$ cat src/rtl/muldiv_unit_if.sv
// Request/response bundle between the execute stage and the iterative multiply/divide unit.
interface muldiv_unit_if #(
  parameter int unsigned WIDTH = 32
);
  logic             start_i;
  logic [1:0]       op_i;
  logic [WIDTH-1:0] a_i;
  logic [WIDTH-1:0] b_i;
  logic             cancel_i;
  logic             hi_we_i;
  logic             lo_we_i;
  logic [WIDTH-1:0] hi_wdata_i;
  logic [WIDTH-1:0] lo_wdata_i;
  logic             busy_o;
  logic             done_o;
  logic [WIDTH-1:0] res_hi_o;
  logic [WIDTH-1:0] res_lo_o;
  logic [WIDTH-1:0] hi_o;
  logic [WIDTH-1:0] lo_o;

  modport master (
    output start_i, op_i, a_i, b_i, cancel_i, hi_we_i, lo_we_i, hi_wdata_i, lo_wdata_i,
    input  busy_o, done_o, res_hi_o, res_lo_o, hi_o, lo_o
  );

  modport slave (
    input  start_i, op_i, a_i, b_i, cancel_i, hi_we_i, lo_we_i, hi_wdata_i, lo_wdata_i,
    output busy_o, done_o, res_hi_o, res_lo_o, hi_o, lo_o
  );
endinterface

$ cat src/rtl/muldiv_unit.sv
// Iterative MULT/MULTU/DIV/DIVU unit with architectural HI/LO, cancel on flush and MTHI/MTLO writes.
module muldiv_unit #(
  parameter int unsigned WIDTH    = 32,
  parameter bit          FAST_MUL = 1'b0
) (
  input logic          clk,
  input logic          resetn,
  muldiv_unit_if.slave bus
);
  localparam int unsigned W2 = 2 * WIDTH;
  localparam int unsigned CW = $clog2(WIDTH);

  typedef enum logic [1:0] {IDLE, CALC, FIN} state_t;

  state_t           state_q, state_d;
  logic [CW-1:0]    cnt_q, cnt_d;
  logic             is_div_q, is_div_d;
  logic             neg_a_q, neg_a_d;
  logic             neg_b_q, neg_b_d;
  logic [WIDTH-1:0] a_q, a_d;
  logic [WIDTH-1:0] m_q, m_d;
  logic [W2-1:0]    p_q, p_d;
  logic [WIDTH-1:0] res_hi_q, res_hi_d;
  logic [WIDTH-1:0] res_lo_q, res_lo_d;
  logic [WIDTH-1:0] hi_q, hi_d;
  logic [WIDTH-1:0] lo_q, lo_d;
  logic             busy_q, done_q;

  logic             a_neg_in, b_neg_in;
  logic [WIDTH-1:0] a_mag_in, b_mag_in;
  logic [W2-1:0]    fast_prod;

  // Operand magnitudes and sign flags at the start edge
  always_comb begin
    a_neg_in  = bus.op_i[0] & bus.a_i[WIDTH-1];
    b_neg_in  = bus.op_i[0] & bus.b_i[WIDTH-1];
    a_mag_in  = a_neg_in ? -bus.a_i : bus.a_i;
    b_mag_in  = b_neg_in ? -bus.b_i : bus.b_i;
    fast_prod = W2'(a_mag_in) * W2'(b_mag_in);
    if (a_neg_in ^ b_neg_in) fast_prod = -fast_prod;
  end

  logic [WIDTH:0]   mul_sum, mul_up, div_sh;
  logic [WIDTH-1:0] div_rem;
  logic             div_ge;
  logic [W2-1:0]    p_step, prod_s;
  logic [WIDTH-1:0] quo_s, rem_s;

  // One radix-2 step: p holds {acc, multiplier} for multiply, {remainder, quotient} for divide
  always_comb begin
    mul_sum = {1'b0, p_q[W2-1:WIDTH]} + {1'b0, m_q};
    mul_up  = p_q[0] ? mul_sum : {1'b0, p_q[W2-1:WIDTH]};
    div_sh  = {p_q[W2-1:WIDTH], p_q[WIDTH-1]};
    div_ge  = div_sh >= {1'b0, m_q};
    div_rem = div_ge ? WIDTH'(div_sh - {1'b0, m_q}) : WIDTH'(div_sh);
    if (is_div_q) p_step = {div_rem, p_q[WIDTH-2:0], div_ge};
    else          p_step = {mul_up, p_q[WIDTH-1:1]};
    prod_s = (neg_a_q ^ neg_b_q) ? -p_step : p_step;
    quo_s  = (neg_a_q ^ neg_b_q) ? -p_step[WIDTH-1:0] : p_step[WIDTH-1:0];
    rem_s  = neg_a_q ? -p_step[W2-1:WIDTH] : p_step[W2-1:WIDTH];
  end

  // Next-state and datapath control
  always_comb begin
    state_d  = state_q;
    cnt_d    = cnt_q;
    is_div_d = is_div_q;
    neg_a_d  = neg_a_q;
    neg_b_d  = neg_b_q;
    a_d      = a_q;
    m_d      = m_q;
    p_d      = p_q;
    res_hi_d = res_hi_q;
    res_lo_d = res_lo_q;
    hi_d     = hi_q;
    lo_d     = lo_q;

    unique case (state_q)
      IDLE: begin
        if (bus.hi_we_i) hi_d = bus.hi_wdata_i;
        if (bus.lo_we_i) lo_d = bus.lo_wdata_i;
        if (bus.start_i && !bus.cancel_i) begin
          is_div_d = bus.op_i[1];
          neg_a_d  = a_neg_in;
          neg_b_d  = b_neg_in;
          a_d      = bus.a_i;
          cnt_d    = '0;
          m_d      = bus.op_i[1] ? b_mag_in : a_mag_in;
          p_d      = {{WIDTH{1'b0}}, (bus.op_i[1] ? a_mag_in : b_mag_in)};
          if (FAST_MUL && !bus.op_i[1]) begin
            res_hi_d = fast_prod[W2-1:WIDTH];
            res_lo_d = fast_prod[WIDTH-1:0];
            state_d  = FIN;
          end else begin
            state_d  = CALC;
          end
        end
      end
      CALC: begin
        p_d   = p_step;
        cnt_d = cnt_q + CW'(1);
        if (cnt_q == CW'(WIDTH - 1)) begin
          state_d = FIN;
          if (!is_div_q) begin
            res_hi_d = prod_s[W2-1:WIDTH];
            res_lo_d = prod_s[WIDTH-1:0];
          end else if (m_q == '0) begin
            res_hi_d = a_q;
            res_lo_d = '1;
          end else begin
            res_hi_d = rem_s;
            res_lo_d = quo_s;
          end
        end
      end
      FIN: begin
        state_d = IDLE;
        hi_d    = res_hi_q;
        lo_d    = res_lo_q;
      end
      default: state_d = IDLE;
    endcase

    // Flush wins over everything except MTHI/MTLO in IDLE; a cancelled FIN never commits
    if (bus.cancel_i) begin
      state_d = IDLE;
      if (state_q == FIN) begin
        hi_d = hi_q;
        lo_d = lo_q;
      end
    end
  end

  always_ff @(posedge clk or negedge resetn) begin
    if (!resetn) begin
      state_q  <= IDLE;
      cnt_q    <= '0;
      is_div_q <= 1'b0;
      neg_a_q  <= 1'b0;
      neg_b_q  <= 1'b0;
      a_q      <= '0;
      m_q      <= '0;
      p_q      <= '0;
      res_hi_q <= '0;
      res_lo_q <= '0;
      hi_q     <= '0;
      lo_q     <= '0;
      busy_q   <= 1'b0;
      done_q   <= 1'b0;
    end else begin
      state_q  <= state_d;
      cnt_q    <= cnt_d;
      is_div_q <= is_div_d;
      neg_a_q  <= neg_a_d;
      neg_b_q  <= neg_b_d;
      a_q      <= a_d;
      m_q      <= m_d;
      p_q      <= p_d;
      res_hi_q <= res_hi_d;
      res_lo_q <= res_lo_d;
      hi_q     <= hi_d;
      lo_q     <= lo_d;
      busy_q   <= (state_d != IDLE);
      done_q   <= (state_d == FIN);
    end
  end

  assign bus.busy_o   = busy_q;
  assign bus.done_o   = done_q;
  assign bus.res_hi_o = res_hi_q;
  assign bus.res_lo_o = res_lo_q;
  assign bus.hi_o     = hi_q;
  assign bus.lo_o     = lo_q;
endmodule

$ cat src/flat_wrapper.sv
// flat-port wrapper written by rule: the top's interface ports become plain ports
module muldiv_unit_flat 
#(
  parameter int unsigned WIDTH    = 32,
  parameter bit          FAST_MUL = 1'b0
)
  (clk, resetn, bus_start_i, bus_op_i, bus_a_i, bus_b_i, bus_cancel_i, bus_hi_we_i, bus_lo_we_i, bus_hi_wdata_i, bus_lo_wdata_i, bus_busy_o, bus_done_o, bus_res_hi_o, bus_res_lo_o, bus_hi_o, bus_lo_o);
  muldiv_unit_if #(.WIDTH(WIDTH)) bus_i ();
  input logic clk;
  input logic resetn;
  input wire logic [$bits(bus_i.start_i)-1:0] bus_start_i;
  input wire logic [$bits(bus_i.op_i)-1:0] bus_op_i;
  input wire logic [$bits(bus_i.a_i)-1:0] bus_a_i;
  input wire logic [$bits(bus_i.b_i)-1:0] bus_b_i;
  input wire logic [$bits(bus_i.cancel_i)-1:0] bus_cancel_i;
  input wire logic [$bits(bus_i.hi_we_i)-1:0] bus_hi_we_i;
  input wire logic [$bits(bus_i.lo_we_i)-1:0] bus_lo_we_i;
  input wire logic [$bits(bus_i.hi_wdata_i)-1:0] bus_hi_wdata_i;
  input wire logic [$bits(bus_i.lo_wdata_i)-1:0] bus_lo_wdata_i;
  output wire logic [$bits(bus_i.busy_o)-1:0] bus_busy_o;
  output wire logic [$bits(bus_i.done_o)-1:0] bus_done_o;
  output wire logic [$bits(bus_i.res_hi_o)-1:0] bus_res_hi_o;
  output wire logic [$bits(bus_i.res_lo_o)-1:0] bus_res_lo_o;
  output wire logic [$bits(bus_i.hi_o)-1:0] bus_hi_o;
  output wire logic [$bits(bus_i.lo_o)-1:0] bus_lo_o;
  assign bus_i.start_i = bus_start_i;
  assign bus_i.op_i = bus_op_i;
  assign bus_i.a_i = bus_a_i;
  assign bus_i.b_i = bus_b_i;
  assign bus_i.cancel_i = bus_cancel_i;
  assign bus_i.hi_we_i = bus_hi_we_i;
  assign bus_i.lo_we_i = bus_lo_we_i;
  assign bus_i.hi_wdata_i = bus_hi_wdata_i;
  assign bus_i.lo_wdata_i = bus_lo_wdata_i;
  assign bus_busy_o = bus_i.busy_o;
  assign bus_done_o = bus_i.done_o;
  assign bus_res_hi_o = bus_i.res_hi_o;
  assign bus_res_lo_o = bus_i.res_lo_o;
  assign bus_hi_o = bus_i.hi_o;
  assign bus_lo_o = bus_i.lo_o;
  muldiv_unit #(.WIDTH(WIDTH), .FAST_MUL(FAST_MUL)) u_core (.clk(clk), .resetn(resetn), .bus(bus_i));
endmodule
$ cat config.mk
export PLATFORM = sky130hd
export DESIGN_NAME = muldiv_unit_flat
export DESIGN_NICKNAME = d
export VERILOG_FILES = /design/src/rtl/muldiv_unit_if.sv /design/src/rtl/muldiv_unit.sv /design/src/flat_wrapper.sv
export SDC_FILE = /design/constraint.sdc
export NUM_CORES = 1
export LEC_CHECK = 0
export CORE_UTILIZATION = 40
export DETAILED_ROUTE_END_ITERATION = 16
export GPL_TIMING_DRIVEN = 0
export SLEW_MARGIN = 10
export SYNTH_ARGS = -nofsm -noshare
export SYNTH_HDL_FRONTEND = slang
export SYNTH_SLANG_ARGS = --single-unit
$ cat constraint.sdc
create_clock -name clk -period 4.9 [get_ports clk]
set_input_delay 0.735 -clock clk [delete_from_list [all_inputs] [get_ports clk]]
set_output_delay 0.735 -clock clk [all_outputs]
set_load 0.01 [all_outputs]
==> out/results.txt, run 1 <==
CP Data Required Time: 5.31 ns
Ys async rst share: 100%
First-pass GRT wire length: 146000 um
Fin area: 0.0270 mm2
Post-DP HPWL: 78300 um
Vias in the first global route: 21400
Clk buf depth: 3
Initial detailed-routing violation count: 2356
Drt total wl: 99400 um
HP Start: u_core.a_q[2]$_DFFE_PN0P_
Hold Vio Cnt, Final: 0
Post-Syn Instances: 2531
Hold Path Stages: 2
Power Density: 632 mW/mm2
Fin. max-slew vios: 0
Fraction of layout cells with a size suffix above 1: 12.8%
Root Buffer Master: clkbuf_16
Failing checks: negative setup slack
Crit Path Class: flip-flop to flip-flop
Vias: 22500
Max incr delay on CP: 0.59 ns
Routed Antenna Nets: 0
Worst-Skew Late Latency: 0.57 ns
Final setup fails: 2
EDFF count, synth: 0
Largest net degree at the start of global routing: 99
Max FO, Critical Path: 8
Starting Density: 40.7%
Status: complete, but fails checks
Final Critical Period: 4.97 ns
Port bufs: 264
Register area share after synthesis: 32.7%
VDD IR-drop max: 0.321 mV
Vias per cell: 6.24
Die ar.: 0.0522 mm2
Grt ovf: 0
Die height: 229 um
Most common cell after layout, fill and taps aside: nand2_1
Total CTS buffers: 34
Slew HR: 24.6%
I/O pins: 266
CP Cell Sequence: ha_1 -> clkbuf_1 -> nand3_1 -> nor3_4 -> o21ai_1 -> a211oi_2 -> o21a_1 -> nor3_1 -> o32ai_2 -> o211ai_1 -> or4b_4 -> or2_1 -> clkbuf_1 -> nor3_2 -> mux2i_1 -> o211ai_1
#FFs+latches synth: 268
Nets@finish: 3116
Placeable Area: 0.0504 mm2
Num rows: 82
Slowest CP cell: or4b_4
Worst Tran Pin Value: 1.13 ns
Max Clk Rate: 0.201 GHz
All-Layer GR Usage: 37.4%
DRT Pass-1 Iters: 6
RD Place Congestion: 0.998
Distinct cells, synth: 97
Area post-placement: 0.0241 mm2
Clk sink count: 268
DRC: 0
Layout Skew: 0.0246 ns
Critical Path Source Type: flip-flop
WP data arrival: 5.38 ns
Post-Place Setup Slack: -2.30 ns
Initial antenna violation count: 0
Area delta synth->final: 31.4%
Setup ws final: -0.0681 ns
TritonCTS clock tree: done
Hold/Removal Path Class: flip-flop to flip-flop
Most frequent cells in the layout: nand2_1, clkdlybuf4s50_1, dfrtp_1
Crit end category: flip-flop
R2r endpoint: u_core.bus.res_hi_o[31]$_DFFE_PN0P_
R2r worst-path depth: 16
Fin crit share: 101%
Unrepaired setup endpoints after global routing: true
Top FF cell, synth: dfrtp_1
Reg clk slew, reported paths: 0.06 ns
Final Power: 17000 uW
WHS Endpoint: u_core.a_q[2]$_DFFE_PN0P_
Synth warn: 0
Die X: 229 um
Post-route setup TNS: -0.0730 ns
Worst reg-to-reg setup slack: -0.07 ns
Syn nets: 2739
Mapped cell area: 0.0205 mm2
RR Startpoint: u_core.p_q[37]$_DFFE_PN0P_
H-tree depth: 2
Wirelength per Cell: 27.6 um
Leak: 0.0108 uW
Max-Cap Viols: 0
Avg Inst Size Synth: 8.11 um2
-- Yosys cell counts, types with 12 or more instances --
cell type	instances	area, um2
xor2_1	76	666
o211ai_1	40	300
a21oi_1	230	1150
nand3_1	72	360
mux2i_1	127	1270
a21o_1	20	150
nor2_1	219	822
nor2b_1	12	75.1
nand2_1	333	1250
o21ai_0	203	1020
a211oi_1	19	143
dfrtp_1	268	6710
nand4_1	37	231
a211o_1	14	123
or3_1	15	93.8
clkbuf_1	141	529
and2_1	12	75.1
and3_1	16	100
a31oi_1	34	213
o31ai_1	28	210
nor4_1	22	138
nand2b_1	22	138
xnor2_1	103	902
nor3_1	42	210
inv_1	66	248
o22a_1	34	298
o41ai_1	14	123
ha_1	70	876
o221ai_1	31	272
buf_1	15	56.3
-- worst max-delay path by stage --
stage	startpoint	endpoint	slack, ns	depth (start not counted)
floorplan	u_core.p_q[53]$_DFFE_PN0P_	u_core.bus.res_hi_o[22]$_DFFE_PN0P_	0.03	21
global placement	resetn	u_core.bus.lo_o[10]$_DFFE_PN0P_	-8.84	1
detailed placement	u_core.is_div_q$_DFFE_PN0P_	u_core.bus.res_hi_o[28]$_DFFE_PN0P_	-2.30	14
CTS	u_core.m_q[22]$_DFFE_PN0P_	u_core.bus.res_hi_o[22]$_DFFE_PN0P_	-0.04	22
global route	u_core.p_q[32]$_DFFE_PN0P_	u_core.bus.res_hi_o[22]$_DFFE_PN0P_	-0.07	20
finish	u_core.p_q[37]$_DFFE_PN0P_	u_core.bus.res_hi_o[31]$_DFFE_PN0P_	-0.07	16
-- layout make-up --
cell class	instances	area (um2)
flip-flops and latches	268	6730
plain buffers	152	727
fillers	4834	23400
clock buffers	47	990
diodes	1	2.50
well taps	672	841
multi-input cells	2025	13700
inverters	67	251
clock inverters	14	218
repair buffers	360	3470
-- critical path, delay by kind of cell, from the launching register on --
| kind | cells | cell delay (ns) |
|---|---|---|
| DFF | 1 | 0.50 |
| AOI/OAI and AO/OA | 6 | 1.48 |
| muxes | 1 | 0.37 |
| adders and majority gates | 1 | 0.31 |
| and+or+nand+nor | 6 | 1.66 |
| buffers and inverters | 2 | 0.50 |
-- registers in the layout, summed over array words and instances, names as in the netlist, 2 cells and up --
register             count
u_core.state_q           2
u_core.bus.res_hi_o     32
u_core.bus.hi_o         32
u_core.p_q              64
u_core.a_q              32
u_core.bus.lo_o         32
u_core.cnt_q             5
u_core.bus.res_lo_o     32
u_core.m_q              32
-- power breakdown --
group / leakage [uW] / switching, uW / total [uW] / internal, uW
Clock: 0.000599 / 1080 / 2760 / 1680
Combinational: 0.00694 / 6700 / 10800 / 4140
Sequential: 0.00327 / 717 / 3430 / 2720
-- through the flow --
step / util (%) / hold slack [ns] / cells
floorplan: - / 0.439 / 2531
global placement: 47.7 / 0.468 / 3467
detailed placement: 47.9 / 0.470 / 3471
CTS: 52.3 / 0.483 / 3577
global route: 53.5 / 0.525 / 3605
finish: 53.5 / 0.476 / 3606
-- cell families after synthesis --
family / count (synthesis) / synth area share (%)
fa+ha+maj: 72 / 4.46
compound gates: 796 / 25.3
flops: 268 / 32.7
simple gates: 842 / 18.7
mux: 136 / 6.69
buf+inv: 238 / 4.58
xor+xnor: 179 / 7.64
-- layer usage --
layer | part of all wire, % | global-route usage [%] | routed length [um]
met1 | 43 | 52.6 | 42800
met2 | 44 | 57.1 | 43300
met3 | 8.8 | 5.53 | 8750
met4 | 4.5 | 15.3 | 4510
met5 | 0 | 0 | 0
-- repair_timing --
item	4_1_cts	5_1_grt
gates resized for setup	156	105
hold buffers	1	0
pin swaps	39	48
endpoints found under the setup margin	80	27
hold endpoints to repair	2	0
setup buffers	57	34
No activity file was read; power rests on OpenSTA's default activity.
==> run 2, diff against run 1 <==
--- a/config.mk
+++ b/config.mk
@@ -8,6 +8,7 @@
 export CORE_UTILIZATION = 40
 export DETAILED_ROUTE_END_ITERATION = 16
 export GPL_TIMING_DRIVEN = 0
+export MAX_ROUTING_LAYER = met4
 export SLEW_MARGIN = 10
 export SYNTH_ARGS = -nofsm -noshare
 export SYNTH_HDL_FRONTEND = slang
==> run 2 against run 1 <==
Against the previous run: the flow now finishes without violations; hold slack lost 0.40 ns; clock power shrank 10%; non-clock buffer count shrank 10; fmax grew 1.5%; final cell count shrank 0.31%; critical path depth grew 1; flip-flop and latch count is the same; total power shrank 3.2%; utilization shrank 0.52 points; setup slack gained 0.073 ns; first-iteration DRC count shrank 0.68%; die area is the same; critical endpoint is now u_core.bus.res_hi_o[27]$_DFFE_PN0P_; highest routed layer unchanged.
==> out/results.txt, run 2 (same netlist as run 1, synthesis figures left out) <==
Port bufs: 264 (unchanged)
Max-Cap Viols: 0 (unchanged)
Post-DP HPWL: 76700 um (-2.0%)
Grt ovf: 0 (unchanged)
Die height: 229 um (unchanged)
Largest net degree at the start of global routing: 105 (+6.1%)
DRT Pass-1 Iters: 7 (+1)
Crit Path Class: flip-flop to flip-flop
Slew HR: 25.1% (+0.48 points)
Fin area: 0.0267 mm2 (-0.96%)
Worst Tran Pin Value: 1.12 ns (-0.00714 ns)
Root Buffer Master: clkbuf_16
Gate power share: 64.1% (+0.5 points)
First-pass GRT wire length: 143000 um (-1.7%)
All-Layer GR Usage: 37.5% (+0.082 points)
Post-route setup TNS: 0 ns (+0.0730 ns)
Power Density: 618 mW/mm2 (-2.2%)
Vias in the first global route: 21700 (+1.0%)
Max Clk Rate: 0.204 GHz (+1.5%)
Wirelength per Cell: 27.1 um (-1.6%)
CP Data Required Time: 5.39 ns (+0.08 ns)
Most common cell after layout, fill and taps aside: nand2_1
Switching component of the power: 8340 uW (-1.8%)
Switching share of power: 50.5% (+0.70 points)
Num rows: 82 (unchanged)
Initial antenna violation count: 4 (+4)
Area delta synth->final: 30.1%
DRC: 0 (unchanged)
Vias: 22400 (-0.23%)
Die X: 229 um (unchanged)
Final setup fails: 0 (-2)
Hold Vio Cnt, Final: 0 (unchanged)
Leak: 0.0107 uW (-1.4%)
Number of flip-flops under the largest register name: 64 (unchanged)
Int Power: 8160 uW (-4.5%)
Placeable Area: 0.0504 mm2 (unchanged)
Drt total wl: 97500 um (-1.9%)
Clk sink count: 268 (unchanged)
VDD IR-drop max: 0.340 mV (+6.0%)
Most frequent cells in the layout: nand2_1, clkdlybuf4s50_1, dfrtp_1
Status: finished, final reports clean
Critical Path Source Type: flip-flop
RD Place Congestion: 1.02 (+2.4%)
Final Critical Period: 4.90 ns (-0.0726 ns)
Initial detailed-routing violation count: 2340 (-0.68%)
Clock Power Share: 15.1% (-1.1 points)
Largest Register: u_core.p_q
Starting Density: 40.7% (unchanged)
Area of the multi-input gates: 0.0137 mm2 (about the same)
Reg clk slew, reported paths: 0.07 ns (about the same)
Placed Cells incl. Taps: 3470 (-0.029%)
Hold/Removal Path Class: primary input to asynchronous set/reset pin
Fraction of layout cells with a size suffix above 1: 12.5% (-0.21 points)
Max FO, Critical Path: 9 (+1)
Area post-placement: 0.0241 mm2 (-0.11%)
Routed Antenna Nets: 0 (unchanged)
Layout Skew: 0.0209 ns (-0.00363 ns)
Post-Layout Cell Count: 3595 (-0.31%)
Worst-Skew Late Latency: 0.61 ns (+0.04 ns)
Hold_ws: 0.0719 ns (-0.404 ns)
Clk buf depth: 3 (unchanged)
FF+latch area: 0.00674 mm2 (about the same)
H-tree depth: 1 (-1)
Fin crit share: 99.9% (-1.5 points)
I/O pins: 266 (unchanged)
Vias per cell: 6.24 (about the same)
WP data arrival: 5.39 ns (about the same)
Nets@finish: 3103 (-0.42%)
Die ar.: 0.0522 mm2 (unchanged)
Total CTS buffers: 31 (-8.8%)
Fill count: 4841 (+0.14%)
Crit end category: flip-flop
Fin. max-slew vios: 0 (unchanged)
TritonCTS clock tree: done
Flop pwr share: 20.9% (+0.7 points)
run 2: area by class of cell:
cell class | instances | area share, %
Clock inverter | 17 | 0.731
Timing Repair Buffer | 352 | 12.6
Inverter | 67 | 0.942
Buffer | 150 | 2.63
Sequential cell | 268 | 25.2
Clock buffer | 40 | 3.26
Multi-Input combinational cell | 2025 | 51.4
Antenna cell | 4 | 0.0375
Tap cell | 672 | 3.15
run 2: repair_timing:
item	in CTS	in global routing
setup buffers	45	39
pin swaps	33	39
gates cloned	0	1
gates resized for setup	150	101
endpoints found under the setup margin	80	20
hold buffers	0	0
run 2: metal layers:
layer | wire [um] | vias up | track usage (%) | share of wire [%]
li1 | - | 9957 | - | -
met1 | 41500 | 11100 | 50.0 | 43
met2 | 42300 | 1183 | 55.5 | 43
met3 | 8690 | 230 | 6.34 | 8.9
met4 | 5010 | 0 | 16.4 | 5.1
met5 | 0 | - | - | 0
run 2: power groups by stage:
stage	Clock (uW)	Sequential, uW	Combinational (uW)
floorplan	0	3160	5680
global route	2570	3470	11200
CTS	2500	3390	9540
detailed placement	0	3410	8720
global placement	0	3400	8640
finish	2480	3440	10600
run 2: path summary, 6_finish.rpt:
| check | start | endpoint | slack [ns] | cells after the start |
|---|---|---|---|---|
| worst max-delay path | u_core.m_q[21]$_DFFE_PN0P_ | u_core.bus.res_hi_o[27]$_DFFE_PN0P_ | 0.005 | 17 |
| worst min-delay path | resetn | u_core.bus.hi_o[25]$_DFFE_PN0P_ | 0.07 | 1 |
| worst max register to register | u_core.m_q[21]$_DFFE_PN0P_ | u_core.bus.res_hi_o[27]$_DFFE_PN0P_ | 0.005 | 17 |
| worst min register to register | u_core.a_q[0]$_DFFE_PN0P_ | u_core.a_q[0]$_DFFE_PN0P_ | 0.49 | 2 |
| max in group asynchronous | resetn | u_core.m_q[12]$_DFFE_PN0P_ | 3.35 | 3 |
| min in group clk | u_core.a_q[0]$_DFFE_PN0P_ | u_core.a_q[0]$_DFFE_PN0P_ | 0.49 | 2 |
run 2: stage by stage:
step	util [%]	setup slack [ns]	total power, uW
2_1_floorplan	-	0.0320	8840
5_1_grt	53.0	-0.0216	17200
3_3_place_gp	47.7	-8.70	12000
4_1_cts	51.6	0.0000333	15400
3_5_place_dp	47.8	-2.11	12100
6_report	53.0	0.00451	16500
run 2: critical path: stages (launching register included):
cell      delay [ns]
dfrtp_2         0.44
inv_2           0.10
ha_2            0.21
a211o_1         0.30
a311o_1         0.35
a32o_2          0.30
nor3b_4         0.36
buf_6           0.16
nand2_4         0.10
o311a_1         0.34
buf_2           0.21
or3_4           0.44
or3_1           0.40
buf_6           0.16
o41ai_4         0.33
xnor2_1         0.19
a211oi_1        0.10
a221o_1         0.28
